[config.mk]
export PLATFORM = sky130hd
export DESIGN_NAME = dmem_access_ctrl
export DESIGN_NICKNAME = d
export VERILOG_FILES = /design/src/rtl/dmem_access_ctrl_pkg.sv /design/src/rtl/dmem_access_ctrl_align.sv /design/src/rtl/dmem_access_ctrl.sv
export SDC_FILE = /design/constraint.sdc
export NUM_CORES = 1
export LEC_CHECK = 0
export CAP_MARGIN = 15
export CORE_ASPECT_RATIO = 0.8
export CORE_MARGIN = 1
export CORE_UTILIZATION = 30
export CTS_BUF_LIST = sky130_fd_sc_hd__clkbuf_16
export DETAILED_ROUTE_END_ITERATION = 7
export SETUP_SLACK_MARGIN = 0.15
export SLEW_MARGIN = 20
export SYNTH_ARGS = -nofsm -noshare
export SYNTH_HDL_FRONTEND = slang
export SYNTH_HIERARCHICAL = 1
export SYNTH_SLANG_ARGS = --single-unit
[constraint.sdc]
create_clock -name clk -period 13.2 [get_ports clk]
set_clock_uncertainty 0.1 [all_clocks]
set_input_delay 1.98 -clock clk [delete_from_list [all_inputs] [get_ports clk]]
set_output_delay 1.98 -clock clk [all_outputs]
set_load 0.02 [all_outputs]
[src/rtl/dmem_access_ctrl_pkg.sv]
// Shared types for the data-memory access controller: memory op encoding,
// controller states and per-width byte-mask bases.
package dmem_access_ctrl_pkg;

  typedef logic [63:0] addr_t;
  typedef logic [63:0] data_t;

  typedef enum logic [2:0] {
    MEM_NO, MEM_B, MEM_H, MEM_W, MEM_D, MEM_UB, MEM_UH, MEM_UW
  } mem_op_enum;

  typedef enum logic [1:0] {
    ST_IDLE, ST_REQ, ST_WAIT, ST_DONE
  } dmem_ctrl_state_enum;

  localparam logic [7:0] MASK_BASE_B = 8'h01;
  localparam logic [7:0] MASK_BASE_H = 8'h03;
  localparam logic [7:0] MASK_BASE_W = 8'h0F;
  localparam logic [7:0] MASK_BASE_D = 8'hFF;

  function automatic logic [7:0] mask_base(input mem_op_enum op);
    case (op)
      MEM_B, MEM_UB: return MASK_BASE_B;
      MEM_H, MEM_UH: return MASK_BASE_H;
      MEM_W, MEM_UW: return MASK_BASE_W;
      MEM_D:         return MASK_BASE_D;
      default:       return 8'h00;
    endcase
  endfunction

  function automatic logic is_misaligned(input mem_op_enum op, input logic [2:0] off);
    case (op)
      MEM_H, MEM_UH: return off[0] != 1'b0;
      MEM_W, MEM_UW: return off[1:0] != 2'b00;
      MEM_D:         return off != 3'b000;
      default:       return 1'b0;
    endcase
  endfunction

endpackage

[src/rtl/dmem_access_ctrl_align.sv]
// mem_align_unit: store lane alignment / byte mask and load extraction with
// sign or zero extension for a 64-bit data bus.
import dmem_access_ctrl_pkg::*;

module mem_align_unit #(
  parameter int DATA_W = 64,
  parameter int MASK_W = DATA_W/8
) (
  input  mem_op_enum        op,
  input  logic              we,
  input  logic [2:0]        off,
  input  logic [DATA_W-1:0] wdata,
  input  logic [DATA_W-1:0] rdata,
  output logic [DATA_W-1:0] st_data,
  output logic [MASK_W-1:0] st_mask,
  output logic [DATA_W-1:0] ld_data
);

  logic [5:0]        shamt;
  logic [7:0]        base;
  logic [DATA_W-1:0] byte_sel;
  logic [DATA_W-1:0] raw;

  always_comb begin
    shamt = {off, 3'b000};
    base  = mask_base(op);
    for (int i = 0; i < 8; i++) byte_sel[i*8 +: 8] = {8{base[i]}};
    // Lanes pushed past byte 7 by the shift simply fall off the bus.
    st_data = we ? ((wdata & byte_sel) << shamt) : '0;
    st_mask = we ? MASK_W'(base << off) : '0;
    raw     = rdata >> shamt;
    case (op)
      MEM_B:   ld_data = {{56{raw[7]}},  raw[7:0]};
      MEM_H:   ld_data = {{48{raw[15]}}, raw[15:0]};
      MEM_W:   ld_data = {{32{raw[31]}}, raw[31:0]};
      MEM_UB:  ld_data = {56'd0, raw[7:0]};
      MEM_UH:  ld_data = {48'd0, raw[15:0]};
      MEM_UW:  ld_data = {32'd0, raw[31:0]};
      MEM_D:   ld_data = raw;
      default: ld_data = '0;
    endcase
  end

endmodule

[src/rtl/dmem_access_ctrl.sv]
// MEM-stage data-memory controller: one outstanding access, valid/ready to dmem.
// Optional misaligned-access trap enabled by DMEM_MISALIGN_CHECK_EN.
import dmem_access_ctrl_pkg::*;

module dmem_access_ctrl #(
  parameter int ADDR_W = 64,
  parameter int DATA_W = 64,
  parameter int MASK_W = DATA_W/8
) (
  input  logic              clk,
  input  logic              rst,
  input  logic              req_valid,
  input  logic              req_we,
  input  mem_op_enum        req_op,
  input  logic [ADDR_W-1:0] req_addr,
  input  logic [DATA_W-1:0] req_wdata,
  output logic              req_ready,
  output logic              stall,
  output logic              resp_valid,
  output logic [DATA_W-1:0] resp_rdata,
  output logic              misalign,
  output logic              dmem_req_valid,
  input  logic              dmem_req_ready,
  output logic              dmem_we,
  output logic [ADDR_W-1:0] dmem_addr,
  output logic [DATA_W-1:0] dmem_wdata,
  output logic [MASK_W-1:0] dmem_wmask,
  input  logic              dmem_resp_valid,
  input  logic [DATA_W-1:0] dmem_rdata
);

  dmem_ctrl_state_enum state_q, state_d;
  logic              we_q, we_d;
  mem_op_enum        op_q, op_d;
  logic [ADDR_W-1:0] addr_q, addr_d;
  logic [DATA_W-1:0] wdata_q, wdata_d;
  logic [DATA_W-1:0] rdata_q, rdata_d;
  logic [DATA_W-1:0] ld_data;
  logic              accept;
  logic              mis_req;

  assign accept = (state_q == ST_IDLE) && req_valid && (req_op != MEM_NO);

`ifdef DMEM_MISALIGN_CHECK_EN
  logic mis_q, mis_d;
  assign mis_req  = is_misaligned(req_op, req_addr[2:0]);
  assign mis_d    = accept ? mis_req : mis_q;
  assign misalign = (state_q == ST_DONE) && mis_q;
  always_ff @(posedge clk or posedge rst)
    if (rst) mis_q <= 1'b0;
    else     mis_q <= mis_d;
`else
  assign mis_req  = 1'b0;
  assign misalign = 1'b0;
`endif

  always_ff @(posedge clk or posedge rst) begin
    if (rst) begin
      state_q <= ST_IDLE;
      we_q    <= 1'b0;
      op_q    <= MEM_NO;
      addr_q  <= '0;
      wdata_q <= '0;
      rdata_q <= '0;
    end else begin
      state_q <= state_d;
      we_q    <= we_d;
      op_q    <= op_d;
      addr_q  <= addr_d;
      wdata_q <= wdata_d;
      rdata_q <= rdata_d;
    end
  end

  always_comb begin
    state_d = state_q;
    case (state_q)
      ST_IDLE: if (accept) state_d = mis_req ? ST_DONE : ST_REQ;
      ST_REQ:  if (dmem_req_ready) state_d = ST_WAIT;
      ST_WAIT: if (dmem_resp_valid) state_d = ST_DONE;
      ST_DONE: state_d = ST_IDLE;
      default: state_d = ST_IDLE;
    endcase
  end

  always_comb begin
    we_d    = we_q;
    op_d    = op_q;
    addr_d  = addr_q;
    wdata_d = wdata_q;
    rdata_d = rdata_q;
    if (accept) begin
      we_d    = req_we;
      op_d    = req_op;
      addr_d  = req_addr;
      wdata_d = req_wdata;
      if (mis_req) rdata_d = '0;
    end
    // Stores report zero; the result register otherwise holds until the next DONE.
    if (state_q == ST_WAIT && dmem_resp_valid) rdata_d = we_q ? '0 : ld_data;
  end

  always_comb begin
    req_ready      = 1'b0;
    dmem_req_valid = 1'b0;
    resp_valid     = 1'b0;
    stall          = accept;
    case (state_q)
      ST_IDLE: req_ready = 1'b1;
      ST_REQ:  begin dmem_req_valid = 1'b1; stall = 1'b1; end
      ST_WAIT: stall = 1'b1;
      ST_DONE: resp_valid = 1'b1;
      default: ;
    endcase
  end

  mem_align_unit #(.DATA_W(DATA_W), .MASK_W(MASK_W)) u_align (
    .op      (op_q),
    .we      (we_q),
    .off     (addr_q[2:0]),
    .wdata   (wdata_q),
    .rdata   (dmem_rdata),
    .st_data (dmem_wdata),
    .st_mask (dmem_wmask),
    .ld_data (ld_data)
  );

  assign dmem_we    = we_q;
  assign dmem_addr  = {addr_q[ADDR_W-1:3], 3'b000};
  assign resp_rdata = rdata_q;

endmodule

---- Word-level counts from Yosys, hierarchy flattened ----
Index checks and enable logic that the tools add are counted.
operators by class
  shifts and indexed selects .............. 3
  reduce and logical (&&, ||, !) cells .... 10
  bitwise operators ....................... 1
  muxes and demuxes ....................... 13
  eq/ne operators ......................... 13
operators by type and width
  cell                  count
  $pmux W64 S7          1
  $mux W64              2
  $and A64 B64 Y64      1
  $shl A64 B6 Y64       1
  $shr A64 B6 Y64       1
  $pmux W8 S4           1
  $eq A3 B3 Y1 const B  4
  $mux W8               1
  $pmux W2 S4           1
  $reduce_or A2 Y1      4
  $shl A8 B3 Y8         1
  $eq A3 B2 Y1 const B  2
  $mux W2               3
  $ne A2 B2 Y1 const B  3
  $eq A2 B2 Y1 const B  2
  $mux W1               4
  $eq A3 B1 Y1 const B  1
  $logic_and A1 B1 Y1   3
  $reduce_and A3 Y1     1
  $reduce_bool A3 Y1    1
  $eq A2 B1 Y1 const B  1
  $logic_not A2 Y1      1
storage, ports and cells
  register bits after elaboration ......... 198
  word-level logic and storage cells ...... 46
  output and inout port bits .............. 206
  input bits .............................. 201

---- Depth between registers and ports, before layout ----
  depth in word-level cells ............... 6
  depth in mapped cells ................... 10
  gate-level depth less buffers ........... 8

---- Cells and area by module ----
Netlist, hierarchy kept.
by module, submodules not included
  module            seq. area each (um^2)  cells each  times used  area each (um^2)
  dmem_access_ctrl  4954.8                 642         1           8285.4
  mem_align_unit    0.0                    617         1           4377.9

---- Worst setup path after synthesis ----
No wires, ideal clock.
  kind .................................... input port to output port
  from .................................... input port req_op[1]
  to ...................................... output port stall
  buffers on the path ..................... 2
  stages .................................. 5
  slack ................................... 8.321 ns
  required time ........................... 11.120 ns
  arrival time ............................ 2.799 ns
  path through ............................ nor3_2 > nand3b_4 > buf_8 > buf_6 > nand2b_1
between the ends
  cells in the longest elaborated chain, start to end .. 3
ends and longest elaborated chain
  what                 RTL line                 source
  from (decl)          dmem_access_ctrl.sv:14   input mem_op_enum req_op,
  $reduce_bool A3 Y1   dmem_access_ctrl.sv:42   assign accept = (state_q == ST_IDLE) && req_valid && (req_op != MEM_NO);
  $logic_and A1 B1 Y1  dmem_access_ctrl.sv:42
  $mux W1              dmem_access_ctrl.sv:108  case (state_q)
  to (decl)            dmem_access_ctrl.sv:18   output logic stall,
No other way between the ends.

---- Worst setup path after layout ----
  from .................................... register addr_q[2]
  to ...................................... output port dmem_wdata[5]
between the ends
  cells in the longest elaborated chain, start to end .. 2
ends and longest elaborated chain
  what                    RTL line                      source
  from (decl)             dmem_access_ctrl.sv:35        logic [ADDR_W-1:0] addr_q, addr_d;
  from (signal assigned)  dmem_access_ctrl.sv:69        addr_q <= addr_d;
  $shl A64 B6 Y64         dmem_access_ctrl_align.sv:29  st_data = we ? ((wdata & byte_sel) << shamt) : '0;
  $mux W64                dmem_access_ctrl_align.sv:29
  to (decl)               dmem_access_ctrl.sv:26        output logic [DATA_W-1:0] dmem_wdata,
No other way between the ends.

==> flow_summary.ini <==
[run_status]
outcome = finished clean

[routing]
vias = 11100
wl_per_cell_um = 22.4
routed_wl_um = 46700
first_iter_violations = 1191
drt_first_pass_iters = 7
drcViolationCount = 0
vias_per_cell = 5.32
ant_nets = 0

[setup_path]
critPathLaunch = addr_q[2]$_DFFE_PP0P_
cp_data_required_time_ns = 11.12
crit_path_end_kind = output port
start_kind = flip-flop
cp_max_fo = 44
slowest_delay_ns = 0.81
r2r_start = addr_q[1]$_DFFE_PP0P_
crit_type = reg -> out
critical_path.cell_chain = buf_4 > inv_2 > nand2_1 > nor4_4 > and2_1 > clkdlybuf4s50_1
critPathSlowestCell = nand2_1
worst_ep_arrival_time_ns = 4.13

[power]
pwr_density_cell_nw_per_um2 = 265
vdd_drop_max_v = 0.000117
leakage_nw = 6.75
power_mw = 4.48

[synthesis]
synth_flop_cell = dfrtp_1
synth-edff-count = 0
synth_area_leader_cell = dfrtp_1
ys_types = 61
yosysSeqAreaShare_pct = 39.1
synthTopCellsByCount = dfrtp_1, nand2_1, mux2i_1
ys_warn_count = 6
postSynthCellCount = 1259
synth_xor_xnor_area_share_pct = 0
async_flop_share_pct = 100
synth_area_per_cell_sq_um = 10.1
synthMostInstantiatedCell = dfrtp_1
synth_top_family_by_area = multiplexers
synth_fa_ha_area_share_pct = 0.988
syn-cell-area_sq_um = 12700
synth_compound_area_share_pct = 13.7
synth_top_area_share_pct = 39.1
synthTopCellsByArea = dfrtp_1, mux2i_1, mux2_1, buf_4, mux2_2
synthSimpleGateAreaFrac_pct = 15.5
ys_seq_elements = 198
synthMuxAreaShare_pct = 21.2

[cts]
clkSinkCount = 198
cts_setup_buffers = 0
numCtsBuffers = 17
cts-root-buf = clkbuf_16
cts_buffer_depth = 2
cts.reportedPaths.clkPinSlew_ns = 0.07
cts_tree = built
holdBufCountCts = 0
clock_latency_ns = 0.46
cts_resized = 0
h-tree-depth = 4

[place]
portBuffers = 402
place_hpwl_um = 34600
placed_area_sq_um = 16300
gp_routability_congestion = 0.945
place_inst = 2052

[cells_and_area]
drive_above_1_share_pct = 8.64
instances_no_fill = 2084
final_util_pct = 41.2
syn2layout_area_growth_pct = 33.7
stdcell_area_sq_um = 16900
fin_nets = 1738

[global_route]
antenna_found_initial = 1
gr-total-overflow = 0
grt_max_degree = 129
grt_pass1_vias = 11000
grt_pass1_wl_um = 69400
track_usage_pct = 21.4

[sta]
tns_ns = 0
max_freq_mhz = 161
timing.final.crit_period_ns = 6.21
maxSlewViolCount = 0
rsz0062_at_grt = false
setup_viol = 0
finalHoldViolations = 0
maxSlewHeadroom_pct = 23.3
worstMarginPinSlew_ns = 1.15
fin_crit_sh_pct = 47.0

[flow_run]
cap_violations = 0

[die]
num_io_pins = 407
core-area_sq_um = 41100
die_w_um = 232
dieHeight_um = 186
fp-row-count = 66
start_util_pct = 30.8
die_area_sq_um = 43000

[hold_path]
hold_path.class = reg -> reg
worstHoldStart = resp_rdata[22]$_DFFE_PP0P_
[path summary, 6_finish.rpt]
path	endpoint	slack (ns)	cells past startpoint
hold reg to reg	resp_rdata[22]$_DFFE_PP0P_	0.38	2
setup reg to reg	resp_rdata[54]$_DFFE_PP0P_	9.18	8
max in group asynchronous	wdata_q[60]$_DFFE_PP0P_	9.04	4
setup / recovery	dmem_wdata[5]	6.99	6
min in group asynchronous	resp_rdata[43]$_DFFE_PP0P_	1.82	2
hold / removal	resp_rdata[22]$_DFFE_PP0P_	0.38	2
[registers in the layout, summed over array words and instances (netlist names)]
register    flops
op_q            3
wdata_q        64
state_q         2
resp_rdata     64
dmem_we         1
addr_q         64
[final cells by class]
| class | count | area, sq um |
|---|---|---|
| antenna | 1 | 2.50 |
| clock buffer | 17 | 425 |
| clock inverter | 14 | 151 |
| fill | 4032 | 24200 |
| inverter | 8 | 37.5 |
| multi-input combinational | 885 | 6530 |
| sequential | 198 | 4960 |
| tap | 544 | 681 |
| timing repair buffer | 417 | 4140 |
[cells in the final DEF (no fill, tap or decap), drive strengths merged, types with 9 or more instances in the layout]
cell type | netlist | routed
a211oi | 35 | 35
a21oi | 18 | 18
a22oi | 10 | 10
and2 | 18 | 18
buf | 138 | 15
clkbuf | 33 | 17
clkdlybuf4s50 | 0 | 402
clkinv | 1 | 9
dfrtp | 198 | 198
ha | 10 | 10
inv | 7 | 11
mux2 | 134 | 134
mux2i | 98 | 98
nand2 | 129 | 129
nand2b | 69 | 69
nand3 | 26 | 26
nand4 | 30 | 30
nor2 | 53 | 53
nor2b | 19 | 19
nor3 | 32 | 32
o211ai | 19 | 19
o21ai | 74 | 74
o22ai | 18 | 18
o2bb2ai | 14 | 14
o32a | 9 | 9
[cells by family (layout without fill, tap and decap cells)]
group,after synthesis,after routing
other,1,5
flip-flops,198,198
AO/OA/AOI/OAI,244,244
buffers and inverters,179,456
AND/OR/NAND/NOR,387,387
multiplexers,240,240
adder cells (fa/ha/maj),10,10
[power by group]
group | internal, mW | switching (mW)
registers | 0.893 | 0.309
clock network | 0.266 | 0.267
logic | 1.17 | 1.57
total | 2.33 | 2.15
[routing by layer]
layer  routed length, um  up-vias  share of wire (%)  global-route usage, %
met2               19700      533                 42                   30.9
met1               21200     5485                 45                   30.1
met5                   0        -                  0                      0
met3                5100       33                 11                   7.57
met4                 701        0                1.5                   5.53
li1                    -     5034                  -                      -
[through the flow]
stage          hold WS [ns]  setup slack (ns)
3_3_place_gp          0.366              7.39
2_1_floorplan         0.356              5.72
3_5_place_dp          0.371              7.36
6_report              0.383              6.99
4_1_cts               0.388              7.05
5_1_grt               0.408              6.80
[worst max-delay path: cells and delay by family, from the launching register on]
| family | cells | cell delay [ns] |
|---|---|---|
| DFF | 1 | 0.36 |
| buffers and inverters | 3 | 1.67 |
| and+or+nand+nor | 3 | 1.61 |
Power figures use the tool's default switching activity.
